`config.mk`:
```
export PLATFORM = sky130hd
export DESIGN_NAME = unidade_pc_flat
export DESIGN_NICKNAME = d
export VERILOG_FILES = /design/src/rtl/unidade_pc_if.sv /design/src/rtl/unidade_pc.sv /design/src/flat_wrapper.sv
export SDC_FILE = /design/constraint.sdc
export NUM_CORES = 1
export LEC_CHECK = 0
export CAP_MARGIN = 15
export CORE_MARGIN = 2
export CORE_UTILIZATION = 44
export DETAILED_ROUTE_END_ITERATION = 7
export PLACE_DENSITY = 0.82
export SLEW_MARGIN = 20
export SYNTH_ARGS = -nofsm -noshare
export SYNTH_HDL_FRONTEND = slang
export SYNTH_SLANG_ARGS = --single-unit
```
`constraint.sdc`:
```
create_clock -name sys_clock -period 2.4 [get_ports sys_clock]
set_input_delay 0.48 -clock sys_clock [delete_from_list [all_inputs] [get_ports sys_clock]]
set_output_delay 0.48 -clock sys_clock [all_outputs]
set_load 0.01 [all_outputs]
```
`src/rtl/unidade_pc_if.sv`:
```
// Bus bundle between the program-counter unit and whoever drives its control
// inputs: the run/halt/stall requests, the redirect sources and the observed
// PC/status outputs.
interface unidade_pc_if #(
  parameter int ADDR_W = 16
);
  logic              start;
  logic              halt;
  logic              stall;
  logic              Jump;
  logic              Desvio;
  logic              cond;
  logic              Retorno;
  logic [ADDR_W-1:0] alvo;
  logic [ADDR_W-1:0] offset;
  logic [31:0]       jl;
  logic [ADDR_W-1:0] end_atual;
  logic              pc_valid;
  logic [1:0]        estado;
  logic [31:0]       instr_cnt;
  logic              wrapped;

  // Controller side: drives requests, observes the PC
  modport master (
    output start, halt, stall, Jump, Desvio, cond, Retorno, alvo, offset, jl,
    input  end_atual, pc_valid, estado, instr_cnt, wrapped
  );

  // PC unit side
  modport slave (
    input  start, halt, stall, Jump, Desvio, cond, Retorno, alvo, offset, jl,
    output end_atual, pc_valid, estado, instr_cnt, wrapped
  );
endinterface

```
`src/rtl/unidade_pc.sv`:
```
// Program-counter unit. Produces the current instruction address for the
// register bank and resolves the next PC: sequential, jump, taken branch or
// return through jl. A 4-state run/halt FSM gates fetching; an advance
// counter is kept for debug.
module unidade_pc #(
  parameter int                ADDR_W     = 16,
  parameter logic [ADDR_W-1:0] RESET_ADDR = '0,
  parameter int                RET_WAIT   = 1
) (
  input logic         sys_clock,
  input logic         reset,
  unidade_pc_if.slave bus
);

  typedef enum logic [1:0] {
    IDLE     = 2'b00,
    RUN      = 2'b01,
    WAIT_RET = 2'b10,
    HALT     = 2'b11
  } estado_t;

  estado_t           estado_q;
  logic [ADDR_W-1:0] end_atual_q;
  logic              pc_valid_q;
  logic [31:0]       instr_cnt_q;
  logic              wrapped_q;
  logic [2:0]        wait_q;

  logic [ADDR_W-1:0] pcSeq;
  logic [ADDR_W-1:0] pcTaken;
  logic              pcAtTop;
  logic [31:0]       cntInc;

  // Candidate next addresses and the saturating advance count
  always_comb begin
    pcSeq   = end_atual_q + ADDR_W'(1);
    pcTaken = end_atual_q + ADDR_W'(1) + bus.offset;
    pcAtTop = (end_atual_q == '1);
    cntInc  = (instr_cnt_q == 32'hFFFF_FFFF) ? instr_cnt_q : instr_cnt_q + 32'd1;
  end

  // Run/halt FSM with all outputs registered alongside the state
  always_ff @(posedge sys_clock or posedge reset) begin
    if (reset) begin
      estado_q    <= IDLE;
      end_atual_q <= RESET_ADDR;
      pc_valid_q  <= 1'b0;
      instr_cnt_q <= '0;
      wrapped_q   <= 1'b0;
      wait_q      <= '0;
    end else begin
      case (estado_q)
        IDLE: begin
          if (bus.start) begin
            estado_q   <= RUN;
            pc_valid_q <= 1'b1;
          end
        end
        RUN: begin
          if (bus.halt) begin
            estado_q   <= HALT;
            pc_valid_q <= 1'b0;
          end else if (bus.stall) begin
            estado_q <= RUN;
          end else if (bus.Retorno) begin
            estado_q   <= WAIT_RET;
            pc_valid_q <= 1'b0;
            wait_q     <= 3'(RET_WAIT);
          end else if (bus.Jump) begin
            end_atual_q <= bus.alvo;
            instr_cnt_q <= cntInc;
          end else if (bus.Desvio && bus.cond) begin
            end_atual_q <= pcTaken;
            instr_cnt_q <= cntInc;
          end else begin
            end_atual_q <= pcSeq;
            instr_cnt_q <= cntInc;
            if (pcAtTop) begin
              wrapped_q <= 1'b1;
            end
          end
        end
        WAIT_RET: begin
          if (bus.halt) begin
            estado_q <= HALT;
            wait_q   <= '0;
          end else if (wait_q == 3'd1) begin
            estado_q    <= RUN;
            pc_valid_q  <= 1'b1;
            end_atual_q <= bus.jl[ADDR_W-1:0];
            instr_cnt_q <= cntInc;
            wait_q      <= '0;
          end else begin
            wait_q <= wait_q - 3'd1;
          end
        end
        HALT: begin
          if (bus.start && !bus.halt) begin
            estado_q   <= RUN;
            pc_valid_q <= 1'b1;
          end
        end
        default: begin
          estado_q   <= IDLE;
          pc_valid_q <= 1'b0;
        end
      endcase
    end
  end

  // Outputs come straight from the registers
  always_comb begin
    bus.end_atual = end_atual_q;
    bus.pc_valid  = pc_valid_q;
    bus.estado    = estado_q;
    bus.instr_cnt = instr_cnt_q;
    bus.wrapped   = wrapped_q;
  end

endmodule

```
`src/flat_wrapper.sv`:
```
// flat-port wrapper written by rule: the top's interface ports become plain ports
module unidade_pc_flat 
#(
  parameter int                ADDR_W     = 16,
  parameter logic [ADDR_W-1:0] RESET_ADDR = '0,
  parameter int                RET_WAIT   = 1
)
  (sys_clock, reset, bus_start, bus_halt, bus_stall, bus_Jump, bus_Desvio, bus_cond, bus_Retorno, bus_alvo, bus_offset, bus_jl, bus_end_atual, bus_pc_valid, bus_estado, bus_instr_cnt, bus_wrapped);
  unidade_pc_if #(.ADDR_W(ADDR_W)) bus_i ();
  input logic sys_clock;
  input logic reset;
  input wire logic [$bits(bus_i.start)-1:0] bus_start;
  input wire logic [$bits(bus_i.halt)-1:0] bus_halt;
  input wire logic [$bits(bus_i.stall)-1:0] bus_stall;
  input wire logic [$bits(bus_i.Jump)-1:0] bus_Jump;
  input wire logic [$bits(bus_i.Desvio)-1:0] bus_Desvio;
  input wire logic [$bits(bus_i.cond)-1:0] bus_cond;
  input wire logic [$bits(bus_i.Retorno)-1:0] bus_Retorno;
  input wire logic [$bits(bus_i.alvo)-1:0] bus_alvo;
  input wire logic [$bits(bus_i.offset)-1:0] bus_offset;
  input wire logic [$bits(bus_i.jl)-1:0] bus_jl;
  output wire logic [$bits(bus_i.end_atual)-1:0] bus_end_atual;
  output wire logic [$bits(bus_i.pc_valid)-1:0] bus_pc_valid;
  output wire logic [$bits(bus_i.estado)-1:0] bus_estado;
  output wire logic [$bits(bus_i.instr_cnt)-1:0] bus_instr_cnt;
  output wire logic [$bits(bus_i.wrapped)-1:0] bus_wrapped;
  assign bus_i.start = bus_start;
  assign bus_i.halt = bus_halt;
  assign bus_i.stall = bus_stall;
  assign bus_i.Jump = bus_Jump;
  assign bus_i.Desvio = bus_Desvio;
  assign bus_i.cond = bus_cond;
  assign bus_i.Retorno = bus_Retorno;
  assign bus_i.alvo = bus_alvo;
  assign bus_i.offset = bus_offset;
  assign bus_i.jl = bus_jl;
  assign bus_end_atual = bus_i.end_atual;
  assign bus_pc_valid = bus_i.pc_valid;
  assign bus_estado = bus_i.estado;
  assign bus_instr_cnt = bus_i.instr_cnt;
  assign bus_wrapped = bus_i.wrapped;
  unidade_pc #(.ADDR_W(ADDR_W), .RESET_ADDR(RESET_ADDR), .RET_WAIT(RET_WAIT)) u_core (.sys_clock(sys_clock), .reset(reset), .bus(bus_i));
endmodule
```
==> summary.txt, run 1 <==
CTS tree: built
Worst setup margin: -0.299 ns
Crit path max fanout: 4
FFs w/ async S/R, synth: 1.00
Critical path class: register to register
FMAX: 0.371 GHz
Type of the worst min-delay path: register to register
Detailed Route WL: 14200 um
Die area: 0.0103 mm^2
Pin count of the biggest net entering global routing: 25
Slowest stage delay, CP: 0.40 ns
Most Frequent Cell on Critical Path: o211ai_1
Fin crit share: 1.12
Register area share after synthesis: 0.329
Post-synth cell types: 67
MaxCap Viol Count: 0
Max clock buf depth: 2
R2R depth: 12
Critical path launch point: u_core.bus.end_atual[4]
Hold_ws: 0.482 ns
Tmin final: 2.70 ns
Count of input and output buffers: 108
Clock sinks: 55
RSZ-0062 raised after global routing: true
Critical R2R Capture: u_core.bus.end_atual[14]
CP required: 2.61 ns
Commonest cells after routing, fill and taps aside: 108 x clkdlybuf4s50_1, 98 x buf_4, 50 x dfrtp_1
Area leader, netlist: dfrtp_1
Routed vias/inst: 5.71
Worst r2r src: u_core.bus.end_atual[4]
DRT Pass-1 Iters: 4
Cell row count: 35
CTS buffer count: 5
Clk_lat worst skew: 0.31 ns
Final-report hold violation count: 0
Util after Layout: 0.737
Slew @ Worst Pin: 0.660 ns
Fin Setup TNS: -2.22 ns
GR Overflow Total: 0
Relative slew slack: 0.559
Reg clk slew, reported paths: 0.10 ns
Crit path cell chain: buf_4 -> nand3_2 -> or2_4 -> nor2_4 -> xnor2_4 -> ha_4 -> o21a_1 -> o211ai_1 -> a211oi_1 -> a311o_1 -> o211ai_1 -> a31oi_1
Final Setup Violations: 11
Routed len/inst: 17.4 um
P_leak: 2.93 nW
Maximum vdd drop: 747 uV
Failing checks: negative setup slack
Yosys top cell area share: 0.329
Worst Skew: 0.0113 ns
Synth top area cells: dfrtp_1 33%, ha_1 8.1%, xor2_1 6.5%, xnor2_1 4.6%, nor2_1 3.9%
Number of flops mapped to enable cells by yosys: 0
Critical Path AT: 2.91 ns
Layout cells sized above 1: 0.294
Fin. max-slew vios: 0
Initial Util: 0.453
H-tree depth: 2
Initial antenna violation count: 0
Synth Cell Area: 0.00419 mm^2
Final HPWL DP: 10500 um
Placed insts: 798
Avg Inst Size Synth: 8.69 um^2
Die width: 102 um
Die H: 102 um
# IOs: 125
DRC viols: 0
CP Capture Type: register
Worst R2R Setup Slack: -0.30 ns
Net Count, Synth: 583
Nature of the critical path startpoint: register
N_diodes: 0
Global-route wire length before repair: 22700 um
CTS root buffer: clkbuf_8
Vias in the first global route: 4706
Via count: 4656
Layout area overhead: 62.5%
Final ANT Viol Nets: 0
Nets@finish: 787
PD cells: 1010 mW/mm^2
Total power: 0.00685 W
Synthesized flop and latch total: 55
CP max-delay cell: dfrtp_2
Yosys warns: 0
Commonest non-fill, non-tap cell in the layout: clkdlybuf4s50_1
Gpl congestion: 0.941
Mapped Cells: 482
Non-Filler Instances: 816
Main synth FF type: dfrtp_1
Critical path endpoint: u_core.bus.end_atual[14]
DR iter-0 viols: 242
Core area: 0.00924 mm^2
Status: complete, but fails checks
GRT Resource Usage Total: 0.277
## sequential cells by signal, summed over array words and instances, names as in the netlist
signal,cells
u_core.bus.end_atual,16
u_core.wait_q,3
u_core.bus.wrapped,1
u_core.bus.pc_valid,1
u_core.bus.estado,2
u_core.bus.instr_cnt,32
## what timing repair did
item / 4_1_cts / 5_1_grt
hold buffers: 0 / 0
gates cloned: 0 / 0
pin swaps: 53 / 15
endpoints found under the setup margin: 13 / 16
gates resized for setup: 67 / 15
buffers inserted: 8 / 4
## synth_stat cells (11+ instances only)
library cell,n
xnor2_1,22
inv_1,18
nand3_1,18
nand2_1,40
a21oi_1,27
o21ai_0,31
xor2_1,31
nor2_1,43
and3_1,16
ha_1,27
clkbuf_1,11
dfrtp_1,55
nor3_1,12
nand4_1,13
## metal layers
| metal | up-vias | track usage | part of all wire | routed length [um] |
|---|---|---|---|---|
| li1 | 2169 | - | - | - |
| met1 | 2247 | 0.341 | 0.41 | 5790 |
| met2 | 206 | 0.489 | 0.50 | 7170 |
| met3 | 34 | 0.0386 | 0.058 | 826 |
| met4 | 0 | 0.106 | 0.030 | 425 |
| met5 | - | 0 | 0 | 0 |
## worst min path at each step
stage | from | to | cells past startpoint
floorplan | u_core.wait_q[1] | u_core.wait_q[1] | 2
global placement | u_core.bus.wrapped | u_core.bus.wrapped | 1
detailed placement | u_core.bus.wrapped | u_core.bus.wrapped | 1
CTS | u_core.bus.wrapped | u_core.bus.wrapped | 1
global route | u_core.bus.wrapped | u_core.bus.wrapped | 1
finish | u_core.bus.wrapped | u_core.bus.wrapped | 1
## metrics by stage
stage / setup slack, ns / instance area [um^2]
2_1_floorplan: -0.151 / 4280
3_3_place_gp: -0.497 / 6160
3_5_place_dp: -0.527 / 6160
4_1_cts: -0.196 / 6720
5_1_grt: -0.459 / 6810
6_report: -0.299 / 6810
## cell families (layout without fill, tap and decap cells)
group	Yosys count	count (layout)	synth area share
xor gates and xnor gates	53	53	0.111
AOI/OAI and AO/OA	129	129	0.208
and+or+nand+nor	180	180	0.226
DFF	55	55	0.329
muxes	5	5	0.0125
buffers and inverters	32	237	0.0290
adders and majority gates	28	28	0.0854
## report_power, final
group | internal [W] | switching (W)
Combinational | 0.00248 | 0.00231
Sequential | 0.00115 | 0.000263
Clock | 0.000338 | 0.000315
Total | 0.00396 | 0.00289
## worst max-delay path: cells and delay by family (launching register included)
family          cells  cell delay (ns)
flops               1             0.40
simple gates        3             0.60
buf+inv             1             0.13
xor+xnor            1             0.16
fa+ha+maj           1             0.25
compound gates      6             1.05
## layout make-up
| class | count | area [um^2] |
|---|---|---|
| Clock inverter | 2 | 35.0 |
| Clock buffer | 6 | 82.6 |
| Tap cell | 129 | 161 |
| Sequential cell | 55 | 1380 |
| Timing Repair Buffer | 210 | 1860 |
| Inverter | 19 | 71.3 |
| Fill cell | 604 | 2430 |
| Multi-Input combinational cell | 395 | 3210 |
Power figures use the tool's default switching activity.
==> inputs of run 2 (changes only) <==
Settings changed: PLACE_DENSITY 0.82 to 0.88.
==> summary.txt, run 2 (same netlist as run 1, synthesis figures left out) <==
Via count: 4939 (+6.1%)
Clock sinks: 55 (unchanged)
Die H: 102 um (unchanged)
Final-report hold violation count: 0 (unchanged)
Global-route wire length before repair: 23700 um (+4.1%)
Die width: 102 um (unchanged)
H-tree depth: 2 (unchanged)
PD cells: 1000 mW/mm^2 (-0.14%)
Max reg flops: 32 (unchanged)
Final HPWL DP: 10800 um (+3.1%)
Worst Skew: 0.0125 ns (+0.00118 ns)
Placed insts: 790 (-1.0%)
Tmin final: 2.81 ns (+0.115 ns)
Final Setup Violations: 12 (+1)
CTS buffer count: 5 (unchanged)
P_leak: 2.91 nW (-0.88%)
Critical path endpoint: u_core.bus.end_atual[9]
DRC viols: 0 (unchanged)
GRT Resource Usage Total: 0.291 (+0.0143)
Placement Setup Slack: -0.620 ns (-0.0931 ns)
Critical R2R Capture: u_core.bus.end_atual[9]
Cts hold-fix bufs: 0 (unchanged)
# IOs: 125 (unchanged)
Relative slew slack: 0.600 (+0.0409)
Non-Filler Instances: 807 (-1.1%)
CTS tree: built
Fillers: 602 (-0.33%)
DR iter-0 viols: 376 (+55%)
Maximum vdd drop: 582 uV (-22%)
Initial antenna violation count: 0 (unchanged)
GR Overflow Total: 0 (unchanged)
Vias in the first global route: 4906 (+4.2%)
Reg clk slew, reported paths: 0.11 ns (about the same)
Final ANT Viol Nets: 0 (unchanged)
Layout area overhead: 61.9%
Fin. max-slew vios: 0 (unchanged)
Gpl congestion: 0.959 (+1.9%)
Initial Util: 0.453 (unchanged)
Die area: 0.0103 mm^2 (unchanged)
MaxCap Viol Count: 0 (unchanged)
Count of input and output buffers: 108 (unchanged)
Cell row count: 35 (unchanged)
Slew @ Worst Pin: 0.595 ns (-0.0652 ns)
Routed len/inst: 19.9 um (+14%)
Util after Layout: 0.734 (-0.00257)
Worst setup margin: -0.414 ns (-0.115 ns)
Commonest non-fill, non-tap cell in the layout: clkdlybuf4s50_1
Pin count of the biggest net entering global routing: 36 (+44%)
Type of the worst min-delay path: input port to asynchronous set/reset pin
CP required: 2.61 ns (about the same)
FMAX: 0.355 GHz (-4.1%)
Detailed Route WL: 16000 um (+13%)
Worst r2r src: u_core.bus.end_atual[0]
Layout cells sized above 1: 0.291 (-0.00347)
Critical path class: register to register
Core area: 0.00924 mm^2 (unchanged)
Failing checks: negative setup slack
Fin Setup TNS: -3.64 ns (-1.42 ns)
CTS root buffer: clkbuf_8
Nature of the critical path startpoint: register
Clk_lat worst skew: 0.32 ns (about the same)
Status: complete, but fails checks
Routed vias/inst: 6.12 (+7.3%)
Max clock buf depth: 2 (unchanged)
Nets@finish: 778 (-1.1%)
Critical Path AT: 3.02 ns (+0.11 ns)
Critical path launch point: u_core.bus.end_atual[0]
Crit path max fanout: 4 (unchanged)
Commonest cells after routing, fill and taps aside: 107 x clkdlybuf4s50_1, 88 x buf_4, 50 x dfrtp_1
DRT Pass-1 Iters: 5 (+1)
Fin crit share: 1.17 (+0.0479)
R2R depth: 12 (unchanged)
RSZ-0062 raised after global routing: true
Area of the multi-input gates: 0.00326 mm^2 (+1.6%)
Sequential cell area: 0.00138 mm^2 (unchanged)
Worst R2R Setup Slack: -0.41 ns (-0.11 ns)
CP Capture Type: register
N_diodes: 0 (unchanged)
==> run 2: changes by cell type in the layout (fill, tap and decap cells not counted), sizes merged <==
cell	delta
buf	-9
bufinv	-1
dlygate4sd2	+1
clkinv	+1
clkdlybuf4s50	-1
==> run 2: how the worst min path moves through the flow <==
| stage | start | end | slack [ns] | cells past startpoint |
|---|---|---|---|---|
| after floorplan | u_core.wait_q[1] | u_core.wait_q[1] | 0.45 | 2 |
| final | reset | u_core.bus.instr_cnt[14] | 0.48 | 2 |
| after CTS | reset | u_core.bus.instr_cnt[14] | 0.49 | 2 |
| after global routing | u_core.bus.wrapped | u_core.bus.wrapped | 0.52 | 1 |
| after detailed placement | u_core.bus.wrapped | u_core.bus.wrapped | 0.47 | 1 |
| after global placement | u_core.wait_q[1] | u_core.wait_q[1] | 0.46 | 2 |
==> run 2: cell type report <==
| cell class | count | area share |
|---|---|---|
| clock buffer | 6 | 0.0107 |
| clock inverter | 2 | 0.00258 |
| inverter | 19 | 0.0105 |
| tap | 129 | 0.0238 |
| multi-input combinational | 395 | 0.481 |
| timing repair buffer | 201 | 0.267 |
| sequential | 55 | 0.204 |
==> run 2: where the power goes <==
group          internal [W]  total (W)  switching [W]
sequential          0.00115    0.00142       0.000279
clock              0.000211   0.000546       0.000335
combinational       0.00241    0.00485        0.00244
total               0.00377    0.00682        0.00305
==> run 2: repair_timing <==
item                                   4_1_cts  5_1_grt
endpoints found under the hold margin        0        0
setup endpoints to repair                   13       18
setup buffers                                4        5
gates resized for setup                     56       35
pin swaps                                   32       27
==> run 2: per-layer routing <==
metal | wire length [um] | up-vias | track usage | share of wire
li1 | - | 2140 | - | -
met1 | 5830 | 2365 | 0.332 | 0.36
met2 | 7960 | 335 | 0.505 | 0.50
met3 | 1280 | 99 | 0.0594 | 0.079
met4 | 980 | 0 | 0.167 | 0.061
met5 | 0 | - | 0 | 0
==> run 2: worst max-delay path, cell delays in order (launching register included) <==
cell,delay (ns)
dfrtp_2,0.42
nand4_1,0.27
nor2_4,0.26
buf_4,0.17
xor2_4,0.21
ha_4,0.24
o21ai_1,0.11
nand2b_1,0.13
a21oi_2,0.21
a21oi_4,0.08
xor2_1,0.17
a2111oi_2,0.31
o31ai_1,0.11
==> run 2: metrics by stage <==
stage / total power, W / hold WS (ns) / area, um^2
after floorplan: 0.00346 / 0.449 / 4280
after global placement: 0.00507 / 0.464 / 6130
after detailed placement: 0.00525 / 0.471 / 6130
after CTS: 0.00621 / 0.492 / 6560
after global routing: 0.00714 / 0.524 / 6780
final: 0.00682 / 0.481 / 6780
